## src/rtl/ai_stream_bridge.sv

```systemverilog
// Camera-to-FINN stream bridge: pixel FIFO, result pairing, sync delay, error flags and frame counters.
// Optional AI_BYPASS_EN adds a bypass input that pairs pixels with a zero result without using the accelerator.
module ai_stream_bridge #(
  parameter int PIX_W      = 24,
  parameter int RES_W      = 768,
  parameter int FIFO_DEPTH = 64,
  parameter int SYNC_LAT   = 4,
  parameter int CNT_W      = 22
) (
  input  logic             clk,
  input  logic             reset_n,
  input  logic             in_vsync,
  input  logic             in_hsync,
  input  logic             in_den,
  input  logic [PIX_W-1:0] in_data,
  output logic [PIX_W-1:0] acc_s_tdata,
  output logic             acc_s_tvalid,
  input  logic             acc_s_tready,
  input  logic [RES_W-1:0] acc_m_tdata,
  input  logic             acc_m_tvalid,
  output logic             acc_m_tready,
  output logic             pair_valid,
  output logic [PIX_W-1:0] pair_pix,
  output logic [RES_W-1:0] pair_res,
  output logic             out_vsync,
  output logic             out_hsync,
`ifdef AI_BYPASS_EN
  input  logic             bypass,
`endif
  input  logic             clr_err,
  output logic             drop_err,
  output logic             unf_err,
  output logic [CNT_W-1:0] in_count,
  output logic [CNT_W-1:0] out_count
);

  localparam int AW = $clog2(FIFO_DEPTH);

  logic             vsync_q, hsync_q, den_q, vsync_qq;
  logic [PIX_W-1:0] data_q;
  logic [PIX_W-1:0] mem [FIFO_DEPTH];
  logic [AW:0]      wr_ptr, rd_ptr, occ;
  logic             fifo_full, fifo_empty;
  logic             byp, accept, pop, byp_pair, drop_now, unf_now, pair_now, frame_start;

`ifdef AI_BYPASS_EN
  assign byp = bypass;
`else
  assign byp = 1'b0;
`endif

  // Full/empty come from pre-update occupancy, so a same-cycle pop never frees room for a push.
  assign occ        = wr_ptr - rd_ptr;
  assign fifo_full  = (occ == (AW+1)'(FIFO_DEPTH));
  assign fifo_empty = (occ == '0);

  assign acc_s_tdata  = data_q;
  assign acc_s_tvalid = den_q & ~fifo_full & ~byp;
  assign acc_m_tready = 1'b1;

  assign accept      = acc_s_tvalid & acc_s_tready;
  assign pop         = acc_m_tvalid & ~fifo_empty;
  assign byp_pair    = byp & den_q & ~pop;
  assign drop_now    = (den_q & ~byp & ~accept) | (byp & den_q & pop);
  assign unf_now     = acc_m_tvalid & fifo_empty;
  assign pair_now    = pop | byp_pair;
  assign frame_start = vsync_q & ~vsync_qq;

  always_ff @(posedge clk) begin
    if (accept) mem[wr_ptr[AW-1:0]] <= data_q;
  end

  always_ff @(posedge clk or negedge reset_n) begin
    if (!reset_n) begin
      vsync_q    <= 1'b0;
      hsync_q    <= 1'b0;
      den_q      <= 1'b0;
      data_q     <= '0;
      vsync_qq   <= 1'b0;
      wr_ptr     <= '0;
      rd_ptr     <= '0;
      pair_valid <= 1'b0;
      pair_pix   <= '0;
      pair_res   <= '0;
      drop_err   <= 1'b0;
      unf_err    <= 1'b0;
      in_count   <= '0;
      out_count  <= '0;
    end else begin
      vsync_q  <= in_vsync;
      hsync_q  <= in_hsync;
      den_q    <= in_den;
      data_q   <= in_data;
      vsync_qq <= vsync_q;

      if (accept) wr_ptr <= wr_ptr + 1'b1;
      if (pop)    rd_ptr <= rd_ptr + 1'b1;

      pair_valid <= pair_now;
      if (pop) begin
        pair_pix <= mem[rd_ptr[AW-1:0]];
        pair_res <= acc_m_tdata;
      end else if (byp_pair) begin
        pair_pix <= data_q;
        pair_res <= '0;
      end

      // A new error in the clearing cycle keeps the flag set.
      drop_err <= drop_now | (drop_err & ~clr_err);
      unf_err  <= unf_now  | (unf_err  & ~clr_err);

      if (frame_start)                       in_count <= CNT_W'(accept);
      else if (accept && (in_count != '1))   in_count <= in_count + 1'b1;

      if (frame_start)                       out_count <= CNT_W'(pair_now);
      else if (pair_now && (out_count != '1)) out_count <= out_count + 1'b1;
    end
  end

  generate
    if (SYNC_LAT == 0) begin : g_no_delay
      assign out_vsync = vsync_q;
      assign out_hsync = hsync_q;
    end else begin : g_delay
      logic [SYNC_LAT-1:0] vs_sr, hs_sr;
      always_ff @(posedge clk or negedge reset_n) begin
        if (!reset_n) begin
          vs_sr <= '0;
          hs_sr <= '0;
        end else begin
          vs_sr <= SYNC_LAT'({vs_sr, vsync_q});
          hs_sr <= SYNC_LAT'({hs_sr, hsync_q});
        end
      end
      assign out_vsync = vs_sr[SYNC_LAT-1];
      assign out_hsync = hs_sr[SYNC_LAT-1];
    end
  endgenerate

endmodule

```

## config.mk

```make
export PLATFORM = sky130hd
export DESIGN_NAME = ai_stream_bridge
export DESIGN_NICKNAME = d
export VERILOG_FILES = /design/src/rtl/ai_stream_bridge.sv
export SDC_FILE = /design/constraint.sdc
export NUM_CORES = 2
export LEC_CHECK = 0
export CORE_AREA = 2 2 645 647
export CTS_BUF_LIST = sky130_fd_sc_hd__clkbuf_4 sky130_fd_sc_hd__clkbuf_8 sky130_fd_sc_hd__clkbuf_16
export DETAILED_ROUTE_END_ITERATION = 8
export DIE_AREA = 0 0 647 649
export GPL_TIMING_DRIVEN = 0
export PLACE_DENSITY = 0.53
export SLEW_MARGIN = 20
export SYNTH_ARGS = -nofsm -noshare
export SYNTH_HDL_FRONTEND = slang
export SYNTH_SLANG_ARGS = --single-unit
export TNS_END_PERCENT = 50
```

## constraint.sdc

```tcl
create_clock -name clk -period 14.5 [get_ports clk]
set_clock_uncertainty 0.05 [all_clocks]
set_input_delay 2.9 -clock clk [delete_from_list [all_inputs] [get_ports clk]]
set_output_delay 2.9 -clock clk [all_outputs]
set_load 0.01 [all_outputs]
```

==> results.py <==
metrics = {
    "die": {
        "fp-row-count": 236,
        "die-area_sq_um": 420000,
        "die_y_um": 649,
        "coreArea_sq_um": 413000,
        "num_io_pins": 1667,
        "die_x_um": 647,
        "start_util_pct": 22.4,
    },
    "global_route": {
        "use_met1_pct": 37.6,
        "busiest_layer": "met2",
        "grt_pass1_vias": 64400,
        "grt-ovfl-total": 0,
        "grt_pass1_wl_um": 779000,
        "antenna_found_initial": 338,
        "grt_max_degree": 119,
        "grt_usage_pct": 29.4,
        "grt_use_met3_pct": 8.01,
        "met2_usage_pct": 47.4,
    },
    "clocking": {
        "clock-sinks": 2424,
        "clockBufferDepth": 4,
        "numCtsBuffers": 296,
        "cts-root-buf": "clkbuf_16",
        "cts_setup_buffers": 0,
        "cts_tree": "yes",
        "clkTransAtPathRegs_ns": 0.07,
        "cts_hold_buffers": 0,
        "clk_latency_ns": 0.94,
        "cts-resized-gates": 0,
        "htreeDepth": 5,
    },
    "routing": {
        "ant_nets": 0,
        "routed_wirelength_um": 632000,
        "viasPerCell": 4.77,
        "wire_per_inst_um": 44.8,
        "route.detailed.drc": 0,
        "drtIter0Drc": 8582,
        "vias": 67200,
        "first_pass_iters": 6,
    },
    "cells_and_area": {
        "finalInstanceArea_sq_um": 129000,
        "drive_gt1_share_pct": 15.5,
        "fill_cells": 40700,
        "layout.cells.non_filler": 14100,
        "nets": 9100,
        "syn2layout_area_growth_pct": 39.7,
    },
    "synth": {
        "synth_edf_count": 1536,
        "synth_area_per_cell_sq_um": 14.8,
        "synthesis.area_sq_um": 92200,
        "ys_warn_count": 0,
        "ys.flop_type": "edfxtp_1",
        "synth_seq_cells": 2424,
        "async_flop_share_pct": 36.6,
        "synthCells": 6225,
        "ys_types": 60,
        "synth_nets": 7035,
        "seq_area_frac_synth_pct": 74.1,
    },
    "sta": {
        "slew_violations": 0,
        "setup_tns_ns": 0,
        "tightest_slew_ns": 1.32,
        "hold_viol": 0,
        "slew_headroom_pct": 11.3,
        "fmax_ghz": 0.107,
        "rsz0062_at_grt": "no",
        "setup_viol": 0,
        "worst_slack_ns": 5.15,
        "period_needed_ns": 9.35,
        "fin_crit_sh_pct": 64.5,
    },
    "power_and_ir_drop": {
        "p_per_area_nw_per_um2": 176,
        "switching_share_pct": 35.3,
        "leakage_nw": 48.8,
        "pwr-share-clk_pct": 33.7,
        "p_sw_mw": 8.01,
        "combPwrFrac_pct": 29.5,
        "ir_worst_vdd_mv": 0.152,
        "total_power_mw": 22.7,
        "p_seq_share_pct": 36.8,
        "cell_internal_pwr_mw": 14.7,
    },
    "outcome": {
        "status": "finished clean",
    },
    "placement": {
        "dp_slack_ns": 6.14,
        "placed_area_sq_um": 119000,
        "hpwl_um": 522000,
        "io_buffers": 1665,
        "place.gp.congestion": 1.08,
        "place_inst": 13500,
    },
    "critical_path": {
        "cp_common_cell": "clkbuf_1",
        "regToRegSetupSlack_ns": 7.54,
        "path_delay_family": "buffers and inverters",
        "max_stage_delay_ns": 0.81,
        "criticalPathCategory": "flop to output port",
        "worst-path-buf-inv": 5,
        "cp_cell_sequence": "clkbuf_1 -> inv_2 -> buf_2 -> clkbuf_1 -> ha_1 -> and3b_1 -> or4_1 -> a32o_1 -> nor3_1 -> nand2_1 -> and2_1 -> clkdlybuf4s50_1",
        "start_kind": "flop",
        "arrival_ns": 6.40,
        "crit_path_end_kind": "output port",
        "cp.required_ns": 11.55,
        "crit_slowest_cell": "clkbuf_1",
        "critPathMaxFanout": 10,
    },
    "job": {
        "maxCapViolCount": 0,
    },
    "min_path": {
        "min_path_type": "flop to flop",
    },
}
cell usage in the layout, fill, tap and decap left out, drive strengths merged, types with 11 or more instances in the layout:
cell type,netlist,final
a31oi,12,12
clkinv,2,98
mux4,401,401
nor2,116,116
or4,17,17
clkdlybuf4s50,0,1661
nand3,32,32
diode,0,106
inv,12,24
or3,16,16
clkbuf,126,518
a22o,21,21
o21ai,40,40
dfrtp,888,888
nand4,20,20
o22ai,39,39
edfxtp,1536,1536
mux2i,40,40
and3,14,14
buf,204,310
bufinv,0,20
a22oi,46,46
a221oi,21,21
nor3,21,21
nand2,2410,2410
clkinvlp,0,11
a21oi,73,73
xnor2,15,15
metrics by stage:
step / utilization (%) / hold WS (ns)
CTS: 31.2 / 0.296
floorplan: - / 0.281
finish: 31.2 / 0.292
detailed placement: 28.8 / 0.286
global route: 31.2 / 0.311
global placement: 28.1 / 0.287
worst paths after layout:
check / from / endpoint / depth (start not counted)
setup / recovery: rd_ptr[2]$_DFFE_PN0P_ / acc_s_tvalid / 12
hold / removal: g_delay.vs_sr[2]$_DFF_PN0_ / g_delay.vs_sr[3]$_DFF_PN0_ / 0
setup reg to reg: rd_ptr[2]$_DFFE_PN0P_ / pair_res[749]$_DFFE_PN0P_ / 16
hold reg to reg: g_delay.vs_sr[2]$_DFF_PN0_ / g_delay.vs_sr[3]$_DFF_PN0_ / 0
max in group asynchronous: reset_n / pair_res[366]$_DFFE_PN0P_ / 4
min in group asynchronous: reset_n / pair_pix[10]$_DFFE_PN0P_ / 1
routing by layer:
metal / routed length (um) / vias to the layer above
met3: 54500 / 1044
met5: 545 / -
met2: 294000 / 3990
met4: 28300 / 80
li1: - / 26600
met1: 255000 / 35500
logic make-up after synthesis:
family | after synthesis | share of synthesized area (%)
other | 1 | 0.00407
adders and majority gates | 10 | 0.136
AOI/OAI and AO/OA | 304 | 2.22
DFF | 2424 | 74.1
buffers and inverters | 344 | 1.79
xor gates and xnor gates | 20 | 0.190
muxes | 444 | 10.3
and+or+nand+nor | 2678 | 11.3
area by class of cell:
type	instances	area [sq um]	share of cell area [%]
Clock inverter	139	1370	1.06
Antenna cell	106	265	0.206
Multi-Input combinational cell	3457	22700	17.6
Clock buffer	392	8420	6.53
Sequential cell	2424	68400	53.1
Tap cell	5474	6850	5.32
Timing Repair Buffer	1767	19100	14.8
Inverter	14	52.6	0.0408
Buffer	330	1630	1.26
synthesized netlist by cell type (38+ instances only):
cell type	number	area, sq um
mux2i_1	40	400
o21ai_0	38	190
mux4_2	401	9030
nor2_1	116	435
a21oi_1	73	365
dfrtp_1	888	22200
buf_2	157	786
nand2_1	2410	9050
clkbuf_1	126	473
edfxtp_1	1536	46100
a22oi_1	46	345
o22ai_1	39	244
flip-flops by register name (all words and copies together), names as in the netlist:
register / flops
g_delay.hs_sr: 4
in_count: 22
vsync_q: 1
unf_err: 1
pair_valid: 1
acc_s_tdata: 24
g_delay.vs_sr: 4
pair_pix: 24
mem: 1536
hsync_q: 1
drop_err: 1
wr_ptr: 7
pair_res: 768
den_q: 1
rd_ptr: 7
out_count: 22
power groups by stage:
| stage | logic [mW] | clock network, mW | registers (mW) |
|---|---|---|---|
| after global routing | 6.85 | 8.04 | 8.36 |
| final | 6.69 | 7.65 | 8.34 |
| after CTS | 6.70 | 7.79 | 8.32 |
| after global placement | 6.51 | 0 | 8.52 |
| after floorplan | 2.71 | 0 | 8.34 |
| after detailed placement | 6.66 | 0 | 8.44 |
Note: power is estimated with default switching activity, not from simulation.
